File: src/rtl/cache_ctrl.sv
// Direct-mapped, write-through, no-write-allocate cache controller feeding the output 2:1 mux.
// Define CACHE_STATS_EN to add saturating 8-bit read hit/miss counters (hit_cnt, miss_cnt).
module cache_ctrl #(
    parameter int DATA_W  = 3,
    parameter int ADDR_W  = 6,
    parameter int INDEX_W = 2
) (
    input  logic              clk,
    input  logic              rst_n,
    input  logic              req_valid,
    output logic              req_ready,
    input  logic              req_we,
    input  logic [ADDR_W-1:0] req_addr,
    input  logic [DATA_W-1:0] req_wdata,
    output logic              resp_valid,
    output logic [DATA_W-1:0] cache_rdata,
    output logic [DATA_W-1:0] fill_data,
    output logic              mux_sel,
    output logic              mem_req_valid,
    input  logic              mem_req_ready,
    output logic              mem_we,
    output logic [ADDR_W-1:0] mem_addr,
    output logic [DATA_W-1:0] mem_wdata,
    input  logic              mem_resp_valid,
    input  logic [DATA_W-1:0] mem_rdata
`ifdef CACHE_STATS_EN
    ,
    output logic [7:0]        hit_cnt,
    output logic [7:0]        miss_cnt
`endif
);

    localparam int TAG_W = ADDR_W - INDEX_W;
    localparam int LINES = 1 << INDEX_W;

    typedef enum logic [2:0] {
        IDLE,
        LOOKUP,
        MISS_REQ,
        MISS_WAIT,
        WR_REQ,
        RESP
    } state_t;

    state_t state, state_nxt;

    logic [ADDR_W-1:0]  addr_q;
    logic               we_q;
    logic [DATA_W-1:0]  wdata_q;
    logic [LINES-1:0]   valid_q;
    logic [TAG_W-1:0]   tag_arr  [LINES];
    logic [DATA_W-1:0]  data_arr [LINES];

    logic [INDEX_W-1:0] idx;
    logic [TAG_W-1:0]   tag;
    logic               hit;
    logic               accept;
    logic               rd_hit;
    logic               rd_miss;
    logic               wr_hit;
    logic               fill;
    logic               wr_done;

    assign idx = addr_q[INDEX_W-1:0];
    assign tag = addr_q[ADDR_W-1:INDEX_W];
    assign hit = valid_q[idx] && (tag_arr[idx] == tag);

    always_comb begin
        state_nxt     = state;
        req_ready     = 1'b0;
        resp_valid    = 1'b0;
        mem_req_valid = 1'b0;
        mem_we        = 1'b0;
        mem_addr      = '0;
        mem_wdata     = '0;
        accept        = 1'b0;
        rd_hit        = 1'b0;
        rd_miss       = 1'b0;
        wr_hit        = 1'b0;
        fill          = 1'b0;
        wr_done       = 1'b0;
        case (state)
            IDLE: begin
                req_ready = 1'b1;
                if (req_valid) begin
                    accept    = 1'b1;
                    state_nxt = LOOKUP;
                end
            end
            LOOKUP: begin
                if (we_q) begin
                    wr_hit    = hit;
                    state_nxt = WR_REQ;
                end else if (hit) begin
                    rd_hit    = 1'b1;
                    state_nxt = RESP;
                end else begin
                    rd_miss   = 1'b1;
                    state_nxt = MISS_REQ;
                end
            end
            MISS_REQ: begin
                mem_req_valid = 1'b1;
                mem_addr      = addr_q;
                if (mem_req_ready) state_nxt = MISS_WAIT;
            end
            MISS_WAIT: begin
                if (mem_resp_valid) begin
                    fill      = 1'b1;
                    state_nxt = RESP;
                end
            end
            WR_REQ: begin
                mem_req_valid = 1'b1;
                mem_we        = 1'b1;
                mem_addr      = addr_q;
                mem_wdata     = wdata_q;
                if (mem_req_ready) begin
                    wr_done   = 1'b1;
                    state_nxt = RESP;
                end
            end
            RESP: begin
                resp_valid = 1'b1;
                state_nxt  = IDLE;
            end
            default: state_nxt = IDLE;
        endcase
    end

    always_ff @(posedge clk or negedge rst_n) begin
        if (!rst_n) begin
            state       <= IDLE;
            addr_q      <= '0;
            we_q        <= 1'b0;
            wdata_q     <= '0;
            valid_q     <= '0;
            cache_rdata <= '0;
            fill_data   <= '0;
            mux_sel     <= 1'b0;
        end else begin
            state <= state_nxt;
            if (accept) begin
                addr_q  <= req_addr;
                we_q    <= req_we;
                wdata_q <= req_wdata;
            end
            if (rd_hit) begin
                cache_rdata <= data_arr[idx];
                mux_sel     <= 1'b0;
            end
            if (fill) begin
                fill_data    <= mem_rdata;
                valid_q[idx] <= 1'b1;
                mux_sel      <= 1'b1;
            end
            if (wr_done) begin
                cache_rdata <= '0;
                mux_sel     <= 1'b0;
            end
        end
    end

    // Tag/data storage carries no reset; valid_q alone decides whether a line is usable.
    always_ff @(posedge clk) begin
        if (wr_hit) data_arr[idx] <= wdata_q;
        if (fill) begin
            data_arr[idx] <= mem_rdata;
            tag_arr[idx]  <= tag;
        end
    end

`ifdef CACHE_STATS_EN
    always_ff @(posedge clk or negedge rst_n) begin
        if (!rst_n) begin
            hit_cnt  <= '0;
            miss_cnt <= '0;
        end else begin
            if (rd_hit && hit_cnt != 8'hFF)    hit_cnt  <= hit_cnt + 8'd1;
            if (rd_miss && miss_cnt != 8'hFF)  miss_cnt <= miss_cnt + 8'd1;
        end
    end
`endif

endmodule

File: config.mk
export PLATFORM = sky130hd
export DESIGN_NAME = cache_ctrl
export DESIGN_NICKNAME = d
export VERILOG_FILES = /design/src/rtl/cache_ctrl.sv
export SDC_FILE = /design/constraint.sdc
export NUM_CORES = 1
export LEC_CHECK = 0
export CORE_MARGIN = 8
export CORE_UTILIZATION = 31
export CTS_CLUSTER_SIZE = 20
export DETAILED_ROUTE_END_ITERATION = 8
export PLACE_DENSITY = 0.58
export SYNTH_ARGS = -nofsm -noshare
export SYNTH_HDL_FRONTEND = slang
export SYNTH_SLANG_ARGS = --single-unit
File: constraint.sdc
create_clock -name clk -period 2.5 [get_ports clk]
set_clock_uncertainty 0.05 [all_clocks]
set_input_delay 0.375 -clock clk [delete_from_list [all_inputs] [get_ports clk]]
set_output_delay 0.375 -clock clk [all_outputs]
set_load 0.005 [all_outputs]
Yosys cells after proc, flatten, opt, wreduce, memory -nomap -nowiden

Memory sizes are Yosys's and may differ from the RTL's.
Index checks and enable logic that the tools add are counted.

Register bits: 24
Bits in writable memories: 28
Memories kept: 2
Logic and storage cells: 69
Output and inout bits: 20

Equality and inequality tests: 10
Order comparisons: 2
Reduce and logical (&&, ||, !) cells: 7
Bitwise logic cells: 2
Multiplexer cells: 38

Memories:

| name     | words | bits a word | rd ports | clocked after Yosys merged registers in | wr ports | line | RTL |
|---|---|---|---|---|---|---|---|
| tag_arr  | 4     | 4           | 1        | 0                                       | 1        | 51   | `logic [TAG_W-1:0] tag_arr [LINES];` |
| data_arr | 4     | 3           | 1        | 0                                       | 1        | 52   | `logic [DATA_W-1:0] data_arr [LINES];` |

Operators with widths:

| cell                 | count |
|---|---|
| $mux W3              | 10 |
| $mux W1              | 24 |
| $pmux W3 S5          | 1 |
| $ne A2 B2 Y1 const B | 4 |
| $eq A3 B2 Y1 const B | 2 |
| $eq A3 B3 Y1 const B | 2 |
| $mux W6              | 1 |
| $eq A4 B4 Y1         | 1 |
| $or A4 B4 Y4         | 1 |
| $reduce_and A4 Y1    | 1 |
| $eq A3 B1 Y1 const B | 1 |
| $logic_not A3 Y1     | 1 |
| $lt A2 B3 Y1 const B | 1 |
| $reduce_bool A3 Y1   | 1 |
| $bmux W1 S2          | 1 |
| $demux W1 S2         | 1 |
| $ge A2 B1 Y1 const B | 1 |
| $logic_and A1 B1 Y1  | 2 |
| $reduce_bool A2 Y1   | 1 |
| $reduce_or A2 Y1     | 1 |
| $or A1 B1 Y1         | 1 |

Longest topological paths before layout

Word-level depth: 9
Depth in mapped cells: 6
Gate-level depth less buffers: 5

Least setup slack after synthesis

No wires, ideal clock.

Path kind: register to register
Start: register addr_q[0]
End: memory data_arr[0][0] (enable)
Data arrival time: 1695 ps
Data required time: 2121 ps
Cell stages (with the launch flop): 5
Clock period less this slack: 2074 ps
Path slack: 426 ps
Cells stage by stage: dfrtp_1 -> mux4_2 -> xnor2_2 -> o2111ai_2 -> a211oi_2

Cells in the longest elaborated chain, start to end: 8
Elaborated cells on any way between the ends: 10
Classes of those cells: eq/ne (1); mux (6); bitwise (1); reduce/logical (1); memory (1)

Ends and longest elaborated chain:

| element                                             | line | RTL |
|---|---|---|
| from (decl)                                         | 47   | `logic [ADDR_W-1:0] addr_q;` |
| from (signal assigned)                              | 144  | `addr_q <= req_addr;` |
| $mem_v2 Z4 W4 / $bmux W1 S2 (equally long branches) | n/a  |  |
| $eq A4 B4 Y1 / $mux W1 (equally long branches)      | 66   | `assign hit = valid_q[idx] && (tag_arr[idx] == tag);` |
| $logic_and A1 B1 Y1                                 | 66   |  |
| $mux W1                                             | 91   | `if (we_q) begin` |
| $mux W1                                             | 82   | `case (state)` |
| $mux W1                                             | 166  | `if (wr_hit) data_arr[idx] <= wdata_q;` |
| $mux W1 (not written as such)                       | 166  |  |
| $or A1 B1 Y1 (no source line)                       | n/a  |  |
| to (decl)                                           | 52   |  |

Parallel ways exist; a longest one is shown, timed or not. The select of a mux whose other input is x is not followed.

Final worst setup path

Start: register addr_q[1]
End: memory data_arr[0][0] (enable)

Same word-level chain as after synthesis.

==> impl_metrics.py <==
metrics = {
    "grt": {
        "grt.overflow.total": 0,
        "antenna_found_initial": 0,
        "grt_pass1_vias": 1621,
        "grt_pass1_wl_um": 8500,
        "track_usage_pct": 10.7,
        "grt_max_degree": 25,
    },
    "power": {
        "powerDensity_nw_per_um2": 1090,
        "vdd_drop_max_uv": 372,
        "p_total_mw": 3.23,
        "p_leak_nw": 1.15,
    },
    "flow_run": {
        "cap_violations": 0,
    },
    "placed_design": {
        "dp.cells": 312,
        "place.gp.congestion": 0.743,
        "dp_hpwl_um": 3790,
        "io_buffers": 37,
    },
    "sta": {
        "finalSetupViolCount": 0,
        "fin_crit_sh_pct": 94.6,
        "worst_pin_slew_ps": 589,
        "maxSlewViolCount": 0,
        "slew_headroom_pct": 60.7,
        "layout_min_cycle_time_ps": 2360,
        "hold_viol": 0,
        "fmax_mhz": 423,
        "fin_tns_setup_ps": 0,
        "holdWs_ps": 384,
        "grt_setup_unrepaired": "no",
    },
    "cells_and_area": {
        "drive_above_1_share_pct": 20.3,
        "nNetsFinal": 239,
        "stdcell_count": 321,
        "diodes": 0,
        "area_delta_synth_final_pct": 26.3,
    },
    "die": {
        "fp.dieH_um": 103,
        "start_util_pct": 32.3,
        "die_w_um": 103,
        "ios": 38,
        "row_count": 31,
        "die_area_um2": 10600,
        "coreArea_um2": 7290,
    },
    "setup_path": {
        "reg2reg_to": "data_arr[0][0]",
        "cp_max_fo": 13,
        "crit_required_ps": 2440,
        "cp-end-kind": "flop",
        "startpoint_type": "flop",
        "r2r_slack_ps": 140,
        "reg2regPathDepth": 5,
        "cp.arrival_ps": 2310,
        "r2r-start": "addr_q[1]",
        "critPathKind": "flop to flop",
    },
    "clocking": {
        "clk_latency_ps": 300,
        "cts_made_buffers": 5,
        "root_buffer": "clkbuf_8",
        "cts-hold-fix-buffers": 0,
        "clkSlewWorstSetupHoldPaths_ps": 100,
        "tritoncts": "done",
        "htree_levels": 2,
        "clock_sinks": 52,
        "cts_buffer_depth": 2,
    },
    "worst_hold_path": {
        "holdCritPathClass": "input pin to async pin",
    },
    "logic_synthesis": {
        "syn_area_per_cell_um2": 13.4,
        "mappedNetlistNets": 194,
        "synthTopCellsByCount": "edfxtp_1, nand2_1, dfrtp_1",
        "yosysTopAreaCell": "edfxtp_1",
        "synth_cell_type_count": 34,
        "yosys_warnings": 0,
        "mappedNetlistArea_um2": 2350,
        "synth-seq-area-share_pct": 61.2,
        "async_reset_ff_share_pct": 46.2,
        "synth_top_area_share_pct": 35.7,
        "synth_edf_count": 28,
        "syn_inst": 176,
        "synthTopCellsByArea": "edfxtp_1, dfrtp_1, mux2_2",
        "synth_top_flop_cell": "edfxtp_1",
        "ys_seq_elements": 52,
    },
    "detailed_routing": {
        "postRouteAntennaNets": 0,
        "firstDrtPassIters": 4,
        "wl_um": 5110,
        "via_count": 1506,
        "drt_iter0_markers": 51,
        "route.detailed.drc": 0,
        "wl_per_cell_um": 15.9,
        "vias_per_cell": 4.69,
    },
    "outcome": {
        "status": "complete, no violations",
    },
}
## sequential cells by signal, indices dropped and copies added, names as in the netlist, 3 cells and up
name         flops
addr_q           6
cache_rdata      3
data_arr        12
fill_data        3
state            3
tag_arr         16
valid_q          4
wdata_q          3
## critical path, cell delays in order (launching register included)
cell and delay (ps):
dfrtp_1 540, buf_4 280, mux4_2 360, xnor2_2 230, o2111ai_2 230, a211oi_2 380
## final cells by class
cell class                      instances  area (µm²)
Fill cell                             733        4320
Sequential cell                        52        1440
Multi-Input combinational cell        114         868
Timing Repair Buffer                   47         445
Tap cell                               99         124
Clock buffer                            5        68.8
Clock inverter                          3        21.3
Inverter                                1        3.75
## stage by stage
step | setup slack [ps] | instance area (µm²) | utilization (%)
2_1_floorplan | 426 | 2350 | -
3_3_place_gp | 207 | 2870 | 39.4
3_5_place_dp | 157 | 2870 | 39.4
4_1_cts | 103 | 2970 | 40.7
5_1_grt | 5.16 | 2970 | 40.8
6_report | 136 | 2970 | 40.8
## placed cells by master (no fill, tap or decap), types with 3 or more instances in the layout
| cell | synthesis | layout |
|---|---|---|
| nand2_1 | 28 | 28 |
| xnor2_1 | 5 | 5 |
| or2_2 | 4 | 4 |
| and2_1 | 9 | 9 |
| nor3_1 | 5 | 5 |
| clkdlybuf4s50_1 | 0 | 37 |
| mux4_2 | 4 | 4 |
| edfxtp_1 | 28 | 28 |
| mux2i_1 | 10 | 10 |
| clkbuf_8 | 0 | 5 |
| nor2_1 | 5 | 4 |
| and3_1 | 5 | 5 |
| nand2b_1 | 3 | 3 |
| mux2_2 | 11 | 11 |
| a21oi_1 | 5 | 5 |
| buf_4 | 0 | 10 |
| dfrtp_1 | 24 | 23 |
## logic make-up (layout without fill, tap and decap cells)
kind of cell	Yosys count	after routing	share of synthesized area, %
XOR/XNOR	8	8	3.29
multiplexers	25	25	13.3
AO/OA/AOI/OAI	17	17	6.80
AND/OR/NAND/NOR	64	64	13.3
flip-flops	52	52	61.2
buffers and inverters	10	56	2.02
## what timing repair did
| action | CTS | global route |
|---|---|---|
| pin swaps | 0 | 1 |
| setup endpoints to repair | 6 | 1 |
| setup buffers | 0 | 1 |
| gates resized for setup | 1 | 1 |
## routing by layer
layer  track usage (%)  wire (µm)  share of wire [%]
met1              12.9       2330                 46
met2              17.6       2430                 48
met3              3.58        271                5.3
met4              3.34         75                1.5
met5                 0          0                  0
## worst max-delay path by stage
stage               startpoint             end  slack [ps]  depth (start not counted)
finish               addr_q[1]  data_arr[0][0]         140                          5
floorplan            addr_q[0]  data_arr[0][0]         430                          4
detailed placement   addr_q[1]  data_arr[0][0]         160                          5
CTS                   state[2]     mem_addr[1]         100                          4
global placement     addr_q[1]  data_arr[0][2]         210                          5
global route         addr_q[1]  data_arr[1][1]           5                          6
## report_power, final
| part | total, mW | switching (mW) | internal [mW] |
|---|---|---|---|
| logic | 1.32 | 0.578 | 0.745 |
| clock network | 0.482 | 0.283 | 0.199 |
| registers | 1.42 | 0.241 | 1.18 |
Power figures use the tool's default switching activity.
